### src/rtl/ctrl_pipeline.sv
// ctrl_pipeline: control path of a 5-stage in-order pipeline.
// Carries decoded control fields through the ID/EX, EX/MEM and MEM/WB
// registers. It also produces the hazard controls (load-use stall, branch
// flush) and the EX operand forwarding selects.
//
// Ports:
//   clk, rst            rising-edge clock, asynchronous active-high reset
//   id_valid            decode stage holds a real instruction
//   id_ctrl[7:0]        {regwrite, resultsrc[1:0], memwrite, alusrc, aluop[1:0], branch}
//   id_rs1, id_rs2      decode source register indices
//   id_rd               decode destination register index
//   ex_zero             ALU zero flag for the instruction in EX
//   ex_alusrc, ex_aluop EX operand-B select and ALU operation class
//   mem_memwrite        data-memory write enable
//   mem_regwrite/mem_rd MEM-stage writeback intent and destination
//   wb_regwrite/wb_resultsrc/wb_rd  register-file write controls
//   pcsrc_e             branch taken in EX, redirect PC
//   stall_fd            hold PC and IF/ID register
//   flush_d             invalidate IF/ID register
//   fwd_a, fwd_b        operand forward select: 00 regfile, 01 WB, 10 MEM
module ctrl_pipeline #(
  parameter int RW = 5
) (
  input  logic          clk,
  input  logic          rst,
  input  logic          id_valid,
  input  logic [7:0]    id_ctrl,
  input  logic [RW-1:0] id_rs1,
  input  logic [RW-1:0] id_rs2,
  input  logic [RW-1:0] id_rd,
  input  logic          ex_zero,
  output logic          ex_alusrc,
  output logic [1:0]    ex_aluop,
  output logic          mem_memwrite,
  output logic          mem_regwrite,
  output logic [RW-1:0] mem_rd,
  output logic          wb_regwrite,
  output logic [1:0]    wb_resultsrc,
  output logic [RW-1:0] wb_rd,
  output logic          pcsrc_e,
  output logic          stall_fd,
  output logic          flush_d,
  output logic [1:0]    fwd_a,
  output logic [1:0]    fwd_b
);

  typedef struct packed {
    logic          valid;
    logic          regwrite;
    logic [1:0]    resultsrc;
    logic          memwrite;
    logic          alusrc;
    logic [1:0]    aluop;
    logic          branch;
    logic [RW-1:0] rd;
    logic [RW-1:0] rs1;
    logic [RW-1:0] rs2;
  } idex_t;

  typedef struct packed {
    logic          valid;
    logic          regwrite;
    logic [1:0]    resultsrc;
    logic          memwrite;
    logic [RW-1:0] rd;
  } exmem_t;

  typedef struct packed {
    logic          valid;
    logic          regwrite;
    logic [1:0]    resultsrc;
    logic [RW-1:0] rd;
  } memwb_t;

  idex_t  idex_q,  idex_d;
  exmem_t exmem_q, exmem_d;
  memwb_t memwb_q, memwb_d;

  logic load_use;
  logic bubble_id;

  // Load in EX whose destination is read by the instruction in ID.
  assign load_use = idex_q.valid && (idex_q.resultsrc == 2'b01) &&
                    (idex_q.rd != '0) && id_valid &&
                    ((idex_q.rd == id_rs1) || (idex_q.rd == id_rs2));

  assign pcsrc_e  = idex_q.valid & idex_q.branch & ex_zero;
  assign flush_d  = pcsrc_e;
  // A taken branch discards the ID instruction, so stalling it is pointless.
  assign stall_fd = load_use & ~pcsrc_e;

  assign bubble_id = ~id_valid | load_use | pcsrc_e;

  always_comb begin
    idex_d = '0;
    if (!bubble_id) begin
      idex_d.valid     = 1'b1;
      idex_d.regwrite  = id_ctrl[7];
      idex_d.resultsrc = id_ctrl[6:5];
      idex_d.memwrite  = id_ctrl[4];
      idex_d.alusrc    = id_ctrl[3];
      idex_d.aluop     = id_ctrl[2:1];
      idex_d.branch    = id_ctrl[0];
      idex_d.rd        = id_rd;
      idex_d.rs1       = id_rs1;
      idex_d.rs2       = id_rs2;
    end
  end

  // Bubbles carry all-zero fields, so the later stages copy straight through.
  always_comb begin
    exmem_d           = '0;
    exmem_d.valid     = idex_q.valid;
    exmem_d.regwrite  = idex_q.regwrite;
    exmem_d.resultsrc = idex_q.resultsrc;
    exmem_d.memwrite  = idex_q.memwrite;
    exmem_d.rd        = idex_q.rd;
  end

  always_comb begin
    memwb_d           = '0;
    memwb_d.valid     = exmem_q.valid;
    memwb_d.regwrite  = exmem_q.regwrite;
    memwb_d.resultsrc = exmem_q.resultsrc;
    memwb_d.rd        = exmem_q.rd;
  end

  always_ff @(posedge clk or posedge rst) begin
    if (rst) begin
      idex_q  <= '0;
      exmem_q <= '0;
      memwb_q <= '0;
    end else begin
      idex_q  <= idex_d;
      exmem_q <= exmem_d;
      memwb_q <= memwb_d;
    end
  end

  logic mem_fwd_ok;
  logic wb_fwd_ok;

  assign mem_fwd_ok = exmem_q.valid & exmem_q.regwrite & (exmem_q.rd != '0);
  assign wb_fwd_ok  = memwb_q.valid & memwb_q.regwrite & (memwb_q.rd != '0);

  // MEM holds the younger result, so it takes priority over WB.
  always_comb begin
    fwd_a = 2'b00;
    if (mem_fwd_ok && (exmem_q.rd == idex_q.rs1))     fwd_a = 2'b10;
    else if (wb_fwd_ok && (memwb_q.rd == idex_q.rs1)) fwd_a = 2'b01;
  end

  always_comb begin
    fwd_b = 2'b00;
    if (mem_fwd_ok && (exmem_q.rd == idex_q.rs2))     fwd_b = 2'b10;
    else if (wb_fwd_ok && (memwb_q.rd == idex_q.rs2)) fwd_b = 2'b01;
  end

  assign ex_alusrc    = idex_q.valid & idex_q.alusrc;
  assign ex_aluop     = idex_q.valid ? idex_q.aluop : 2'b00;
  assign mem_memwrite = exmem_q.valid & exmem_q.memwrite;
  assign mem_regwrite = exmem_q.valid & exmem_q.regwrite;
  assign mem_rd       = exmem_q.rd;
  assign wb_regwrite  = memwb_q.valid & memwb_q.regwrite;
  assign wb_resultsrc = memwb_q.valid ? memwb_q.resultsrc : 2'b00;
  assign wb_rd        = memwb_q.rd;

endmodule

### config.mk
export PLATFORM = sky130hd
export DESIGN_NAME = ctrl_pipeline
export DESIGN_NICKNAME = d
export VERILOG_FILES = /design/src/rtl/ctrl_pipeline.sv
export SDC_FILE = /design/constraint.sdc
export NUM_CORES = 1
export LEC_CHECK = 0
export CORE_AREA = 5 5 86 88
export DETAILED_ROUTE_END_ITERATION = 6
export DIE_AREA = 0 0 91 93
export GPL_ROUTABILITY_DRIVEN = 0
export HOLD_SLACK_MARGIN = 0.1
export PLACE_DENSITY = 0.59
export RECOVER_POWER = 100
export SLEW_MARGIN = 25
export SYNTH_ARGS = -nofsm -noshare
export SYNTH_HDL_FRONTEND = slang
export SYNTH_SLANG_ARGS = --single-unit
### constraint.sdc
create_clock -name clk -period 4 [get_ports clk]
set_clock_uncertainty 0.2 [all_clocks]
set_input_delay 0.4 -clock clk [delete_from_list [all_inputs] [get_ports clk]]
set_output_delay 0.4 -clock clk [all_outputs]
set_load 0.02 [all_outputs]
Yosys cells after proc, flatten, opt, wreduce, memory -nomap -nowiden
Cells that the tools add are included.
- input bits: 27
- output and inout port bits: 25
- word-level logic and storage cells: 58
- bits in registers: 43
- equality and inequality tests: 7
- mux-type cells: 7
- bitwise gates (word level): 13
- reductions and logical operators: 12
- operators with widths (kind ; number):
    $eq 5x5->1 ; 6
    $mux 24 ; 1
    $reduce_bool 5->1 ; 3
    $and 1x1->1 ; 9
    $logic_and 1x1->1 ; 8
    $mux 2 ; 4
    $eq 2x1->1 const B ; 1
    $mux 1 ; 2
    $not 1->1 ; 2
    $or 1x1->1 ; 2
    $logic_or 1x1->1 ; 1

Logic depth before layout (Yosys ltp)
Gate-level depths: netlist (run 1).
- depth in word-level cells: 8
- depth in mapped cells: 5
- gate-level depth less buffers: 4

Least setup slack after synthesis (run 1)
OpenSTA, ideal clock, no wires.
- kind: reg-to-output
- start: register exmem_q[9] in the netlist's numbering
- end: output fwd_a[0]
- cell stages (with the launch flop): 5
- required time: 3.400 ns
- arrival: 1.765 ns
- path buffers: 0
- setup slack: 1.635 ns
- path through: dfrtp_1 > and2_1 > o21ai_2 > nor4_1 > nor4_2
- cells in the longest elaborated chain, start to end: 4
- ends and longest elaborated chain (item ; RTL line ; RTL):
    start, declared ; 76 ; exmem_t exmem_q, exmem_d;
    start signal, assigned ; 135 ; exmem_q <= exmem_d;
    $and 1x1->1 ; - ;
    via mem_regwrite ; 35 ; output logic mem_regwrite,
    $and 1x1->1 ; 143 ; assign mem_fwd_ok = exmem_q.valid & exmem_q.regwrite & (exmem_q.rd != '0);
    $logic_and 1x1->1 ; 149 ; if (mem_fwd_ok && (exmem_q.rd == idex_q.rs1)) fwd_a = 2'b10;
    $mux 2 ; 149 ;
    end, declared ; 43 ; output logic [1:0] fwd_a,
The timed path passes the listed nets, and every way through them passes these cells.

Final worst setup path (run 1)
- start: input id_valid
- end: output stall_fd
- cells in the longest elaborated chain, start to end: 3
- ends and longest elaborated chain (item ; RTL line ; RTL):
    start, declared ; 26 ; input logic id_valid,
    $logic_and 1x1->1 (2 in series) ; 84 ; (idex_q.rd != '0) && id_valid &&
    $and 1x1->1 ; 90 ; assign stall_fd = load_use & ~pcsrc_e;
    end, declared ; 41 ; output logic stall_fd,
No other way between the ends.

==> impl_summary.md, run 1 <==
Outcome
The run finished with clean final reports.

GRT
The number of antenna violations at the first check in global routing is 0. The number of global-route vias before repair came to 1,457. The met2 layer usage reported by global route is 16.1%.

The wire length of the first global-routing pass is 7110 um. The largest net degree at the start of global routing is 26. Global routing consumed, on the met1 layer, 13.6% of the routing resources. For met3 alone, demand over resource in global routing was 3.78%. The total track usage is 10.6%. The total overflow left after global routing is 0. The global-route layer with the greatest usage is met2.

Route
The detailed-router iteration count before antenna repair is 4. Using the TritonRoute via totals, the vias-per-cell ratio works out to 4.49. The via count is 1,339.

Wires add up to 4080 um. The antenna violation net count after detailed routing is 0. Dividing the detail-routed wire length by the instance count gives 13.7 um. The number of design rule violations left after detail routing is 0. In this run, the number of DRC markers left after iteration 0 of detailed routing was 16.

Min path
The worst hold-check path type is flop to flop.

Logic synthesis
Counting instances in the post-synthesis netlist gives the leading cell types as 43 x sky130_fd_sc_hd__dfrtp_1, 28 x sky130_fd_sc_hd__nand3_1, 25 x sky130_fd_sc_hd__a21oi_1, 16 x sky130_fd_sc_hd__xnor2_1, 14 x sky130_fd_sc_hd__xor2_1. Counting every net in the synthesized netlist gives 201. After synthesis, the largest area contributor takes up 56.5% of total cell area. The mapped netlist covers 0.00190 mm^2. In the synthesized netlist the dominant register cell turns out to be sky130_fd_sc_hd__dfrtp_1.

The unique cell type count in the Yosys netlist is 21. The synthesized instance count is 174. Sequential cells were found to cover 56.5% of the synthesized design area. The async set or reset register ratio after synthesis is 100%. After synthesis, the cell types taking the most area are sky130_fd_sc_hd__dfrtp_1 57%, sky130_fd_sc_hd__nand3_1 7.4%, sky130_fd_sc_hd__xnor2_1 7.4%.

Dividing the synthesized area by the synthesized cell count gives 10.9 um^2. The leading area contributor after synthesis is sky130_fd_sc_hd__dfrtp_1. Yosys printed 0 warnings. The register bit count reported by yosys is 43. The synthesized design contains 0 enable-type register cells. The most common cell in the synthesized netlist is sky130_fd_sc_hd__dfrtp_1.

Clocking
The master cell of the clock root buffer is sky130_fd_sc_hd__clkbuf_8. The count of instances resized after the clock tree is built is 0. The CTS tree is done.

The later-pin clock latency in the skew report is 0.29 ns. The TritonCTS buffer count is 5. No sink is reached through more buffers than the 2 on the longest clock path. The clock sink count is 43.

For this design, the CTS-stage hold fixing added 0 buffers. The clock slew at the register clock pins of the worst setup and hold paths is 0.07 ns. The H-tree depth is 2.

Once the clock tree was built, the setup fixing pass inserted 0 buffers.

Power
The switching fraction of total power is 23.8%. The clock network accounts for 34.3% of the total power. Combinational logic burns 14.0% of the power.

The sequential power share is 51.7%. Dividing total power by cell area gives a power density of 367 mW/mm^2. The overall power consumption is 930 uW.

The total leakage power is 1.17 nW. The worst vdd rail ir drop is 0.000163 V. The internal power consumption is 709 uW. The analysis attributes to net switching a power of 221 uW.

Final layout
The final-stage net count is 245. The final standard cell area without fillers is 0.00253 mm^2. The layout filler cell count is 651. Relative to the synthesized area, the layout overhead comes to 33.0%. The repair_antennas step left the layout with diodes totalling 0. The fraction of final layout cells sized beyond drive strength 1 is 5.50%. The sequential cells in the finished layout cover a total of 0.00108 mm^2. The combined area of the multi-input logic cells is 707 um^2.

Floorplanning
The initial utilization of the core area, before any placement, comes to 29.0%. From left edge to right edge, the die measures 91 um. The floorplan step defined a die boundary enclosing 0.00846 mm^2. The area of the core is 0.00657 mm^2. After floorplanning, the core was divided into 30 placement rows. Pin placement for this block handled 52 I/O pins. The die is 93 um tall.

Timing
Setup repair after global routing left no endpoint under its margin. The highest attainable clock frequency is 302 MHz. The worst path uses 82.8% of the clock period. The final count of hold timing violations is 0.

The max-slew violation count came to 0. At the pin with the least slew margin, the transition time is 0.955 ns. The worst slew slack as a fraction of its limit is 36.4%. The worst path in the final design needs a cycle of 3.31 ns, including I/O delays and setup.

Setup violations remaining at the end of the flow were counted as 0. The total negative setup slack is 0 ns.

Critical path
STA classifies the critical path startpoint as a primary input. The endpoint class of the critical path is an output pin. The worst setup path is of the primary input to output pin kind.

Data on the critical path is required at its endpoint by 3.40 ns. Data on the critical path arrives at its endpoint at 2.71 ns. In this run the worst path has a maximum fanout of 25.

Place
The port buffer count is 51. The sum of net half-perimeters after detailed placement is 3240 um. The instance area after placement is 0.00245 mm^2.

Run
The max-cap check violation count is 0.
-- logic make-up after synthesis --
kind of cell	count (synthesis)	synth area share (%)
AO/OA/AOI/OAI	28	7.62
buffers and inverters	22	6.70
XOR/XNOR	30	13.8
flip-flops	43	56.5
AND/OR/NAND/NOR	51	15.4
-- metrics by stage --
stage          setup slack [ns]  utilization [%]  instances  hold WS, ns
6_report                  0.689             38.6        298        0.150
4_1_cts                   0.908             38.9        298        0.153
2_1_floorplan              1.63                -        174        0.131
3_5_place_dp               1.22             37.3        291        0.136
5_1_grt                   0.416             38.6        298        0.160
3_3_place_gp               1.22             37.3        291        0.133
-- area by class of cell --
class / instances / area share (%)
clock buffer: 6 / 2.86
clock inverter: 1 / 1.19
inverter: 2 / 0.296
multi-input combinational: 109 / 27.9
sequential: 43 / 42.5
tap: 80 / 3.95
timing repair buffer: 57 / 21.3
-- critical path, stage by stage --
cell and delay, ns:
sky130_fd_sc_hd__clkdlybuf4s50_1 0.45, sky130_fd_sc_hd__clkbuf_1 0.70, sky130_fd_sc_hd__nand4b_1 0.19, sky130_fd_sc_hd__a21oi_1 0.18
sky130_fd_sc_hd__and3_1 0.18, sky130_fd_sc_hd__clkdlybuf4s50_1 0.60
-- layer usage --
metal  wire length (um)  part of all wire [%]
met1               1800                    44
met2               1910                    47
met3                280                   6.9
met4                 89                   2.2
met5                  0                     0
-- path summary, 6_finish.rpt --
kind	slack, ns	start	end	depth (start not counted)
setup / recovery	0.69	id_valid	stall_fd	6
hold / removal	0.15	exmem_d[8]	exmem_q[8]	0
setup reg to reg	1.96	exmem_d[9]	idex_q[5]	4
hold reg to reg	0.15	exmem_d[8]	exmem_q[8]	0
max in group asynchronous	2.08	rst	idex_q[1]	3
min in group asynchronous	0.50	rst	wb_rd[4]	2
-- flip-flops by register name, indices dropped and copies added, names as in the netlist --
signal and count:
idex_q 14, exmem_d 10, exmem_q 5, mem_rd 5, wb_rd 5, memwb_q 4
-- layout by cell type (no fill, tap or decap), types with 5 or more instances in the layout --
master,instances
sky130_fd_sc_hd__and2_1,8
sky130_fd_sc_hd__nand3_1,28
sky130_fd_sc_hd__dlygate4sd3_1,25
sky130_fd_sc_hd__xor2_1,14
sky130_fd_sc_hd__clkdlybuf4s50_1,26
sky130_fd_sc_hd__clkbuf_8,5
sky130_fd_sc_hd__xnor2_1,16
sky130_fd_sc_hd__clkbuf_1,5
sky130_fd_sc_hd__dfrtp_1,43
sky130_fd_sc_hd__a21oi_1,25
-- power groups by stage --
stage | combinational, mW | sequential (mW) | clock, mW
3_5_place_dp | 0.138 | 0.491 | 0
5_1_grt | 0.145 | 0.485 | 0.345
4_1_cts | 0.138 | 0.482 | 0.328
2_1_floorplan | 0.0842 | 0.483 | 0
6_report | 0.130 | 0.481 | 0.319
3_3_place_gp | 0.137 | 0.490 | 0
Note: power is estimated with default switching activity, not from simulation.
==> run 2, diff against run 1 <==
==> constraint.sdc (replaced) <==
create_clock -name clk -period 3.4 [get_ports clk]
set_clock_uncertainty 0.2 [all_clocks]
set_input_delay 0.34 -clock clk [delete_from_list [all_inputs] [get_ports clk]]
set_output_delay 0.34 -clock clk [all_outputs]
set_load 0.02 [all_outputs]
==> impl_summary.md, run 2 (synthesis results as in run 1) <==
GRT
The wire length of the first global-routing pass is 7200 um (+1.3%). The leftover overflow at the end of global routing is 0 (unchanged). The total track usage was 10.5% (-0.073 points). The number of global-route vias before repair is 1,496 (+2.7%). The number of antenna violations at the first check in global routing came to 0 (unchanged). The largest net degree at the start of global routing was 44 (+69%). The met3 track demand over resource in global routing is 3.78% (unchanged). The met1 track utilization from global routing is 13.1% (-0.51 points). The met2 layer usage reported by global route is 16.9% (+0.84 points).

The global-route layer with the greatest usage is met2.

Final layout
The fraction of final layout cells sized beyond drive strength 1 came to 6.88% (+1.4 points). The final-stage net count was 244 (-0.41%). The final antenna diode count was 0 (unchanged). The register with the most flip-flops is idex_q. The final cell count without fillers was 298 (unchanged). The core utilization of the finished layout came to 38.4% (-0.19 points).

Leaving out fill and tap cells, the most frequent cells in the layout are 43 x sky130_fd_sc_hd__dfrtp_1, 28 x sky130_fd_sc_hd__nand3_1, 26 x sky130_fd_sc_hd__dlygate4sd3_1. The number of flip-flops in the largest register came to 14 (unchanged). Relative to the synthesized area, the layout overhead comes to 32.4%.

The most frequent standard cell in the layout excluding fill and tap cells is sky130_fd_sc_hd__dfrtp_1.

Timing
The measured slew at the worst slew-check pin is 2.20 ns (+1.25 ns). The final count of hold timing violations was 0 (unchanged). The worst slew slack as a fraction of its limit is -46.8% (-83 points).

The setup slack of the critical path after layout is 0.362 ns (-0.326 ns). The post-route worst hold slack is 0.154 ns (+0.00395 ns). The total negative setup slack came to 0 ns (unchanged). Setup repair after global routing left no endpoint under its margin. Derived from the worst setup path, the maximum achievable clock frequency is 329 MHz. In the finished design, the share of the clock period the worst path needs comes to 89.3%. The max-slew violation count is 44 (+44). The time the worst path needs with I/O delays and setup is 3.04 ns.

The final number of setup-violating endpoints came to 0 (unchanged).

Critical path
Traced cell by cell, the critical path runs through or4_1 -> o21ai_2 -> nor4_1 -> nor4_2 -> dlygate4sd3_1. The sort of element at the start of the critical path is a flop. The critical path is of the flop to output pin type. The maximum net fanout on the critical path is 5 (-80%).

The endpoint class of the critical path is an output pin. The maximum single-stage delay on the critical path was 0.70 ns (about the same). The arrival time of data at the critical path endpoint was 2.50 ns (-0.21 ns).

The critical path data required time is 2.86 ns (-0.54 ns). Among all stages on the critical path, the largest delay is contributed by sky130_fd_sc_hd__dlygate4sd3_1.

Route
The post-detailed-route wirelength per cell is 14.2 um (+3.4%). The via count is 1,398 (+4.4%). The detailed-router iteration count before antenna repair was 4 (unchanged).

The number of design rule violations left after detail routing is 0 (unchanged). The initial detailed-routing violation count is 64 (+48). The total detailed-routing wirelength is 4220 um (+3.4%).

The antenna violation net count after detailed routing is 0 (unchanged). The detail-routed via count per cell was 4.69 (+4.4%).

Floorplanning
The area of the die is 0.00846 mm^2 (unchanged). The number of top-level design ports is 52 (unchanged). The vertical die dimension is 93 um (unchanged). The floorplan row count is 30 (unchanged). The area of the core is 0.00657 mm^2 (unchanged).

The initial core utilization is 29.0% (unchanged). The chip width is 91 um (unchanged).

Clocking
The number of buffers added for setup after CTS is 0 (unchanged). TritonCTS built the clock tree. The count of instances resized after the clock tree is built came to 0 (unchanged).

The largest buffer count on any clock path came to 2 (unchanged). The H-tree depth is 2 (unchanged). The TritonCTS buffer count was 5 (unchanged). The master cell of the clock root buffer is sky130_fd_sc_hd__clkbuf_8.

The clock slew at the register clock pins of the worst setup and hold paths is 0.09 ns (+0.02 ns). The later-pin clock latency in the skew report is 0.30 ns (about the same). The clock sink count is 43 (unchanged). The total of hold buffers inserted after clock tree synthesis is 0 (unchanged).

Place
The sum of net half-perimeters after detailed placement is 3210 um (-0.97%). The port buffer count is 51 (unchanged). The total instance count after detailed placement is 290 (-0.34%). The minimum setup slack after placement was 0.713 ns (-0.503 ns).

Power
The internal power consumption was 764 uW (+7.9%). The share of power burned in the clock network is 31.4% (-2.9 points). The worst vdd rail ir drop is 0.000196 V (+20%). The net switching power came to 284 uW (+29%).

The total leakage power came to 1.16 nW (-0.49%). The combinational group share of total power came to 14.6% (+0.6 points). The switching fraction of total power is 27.1% (+3.3 points). The power density over cell area is 416 mW/mm^2 (+13%). The sequential power share is 54.0% (+2.3 points).

Outcome
The run finished, with violations left. The final reports fail on capacitance limit, slew limit.

Run
The max-cap check violation count is 1 (+1).

Min path
The worst hold-check path type is flop to flop.
## run 2: path summary, 6_finish.rpt
| check | endpoint | startpoint | slack, ns | cells after the start |
|---|---|---|---|---|
| min in group asynchronous | wb_rd[1] | rst | 0.95 | 3 |
| max reg2reg | idex_q[1] | exmem_d[4] | 1.13 | 5 |
| max | fwd_b[0] | mem_rd[3] | 0.36 | 5 |
| min reg2reg | exmem_q[8] | exmem_d[8] | 0.15 | 0 |
| max in group asynchronous | exmem_q[9] | rst | 0.80 | 3 |
| min | exmem_q[8] | exmem_d[8] | 0.15 | 0 |
## run 2: critical path: cells and delay by family, from the launching register on
family	cells	cell delay, ns
flip-flops	1	0.45
AND/OR/NAND/NOR	3	0.91
AO/OA/AOI/OAI	1	0.15
buffers and inverters	1	0.70
## run 2: cell type report
cell class	count	area (um^2)
well taps	80	100
clock inverters	3	23.8
multi-input cells	109	704
repair buffers	56	541
clock buffers	5	68.8
flip-flops and latches	43	1080
inverters	2	7.51
fillers	663	4050
## run 2: power by group through the flow
stage / sequential (mW) / clock (mW) / combinational [mW]
after global placement: 0.577 / 0 / 0.160
after global routing: 0.571 / 0.361 / 0.170
after floorplan: 0.568 / 0 / 0.0991
after detailed placement: 0.577 / 0 / 0.163
after CTS: 0.567 / 0.340 / 0.163
final: 0.566 / 0.329 / 0.153
## run 2: through the flow
| step | instance area, um^2 | total power, mW |
|---|---|---|
| finish | 2520 | 1.05 |
| global route | 2520 | 1.10 |
| CTS | 2530 | 1.07 |
| detailed placement | 2440 | 0.740 |
| global placement | 2440 | 0.737 |
| floorplan | 1900 | 0.667 |
## run 2: routing by layer
metal | up-vias | wire (um)
met5 | - | 0
met3 | 4 | 355
met1 | 669 | 1810
li1 | 675 | -
met2 | 50 | 2030
met4 | 0 | 26
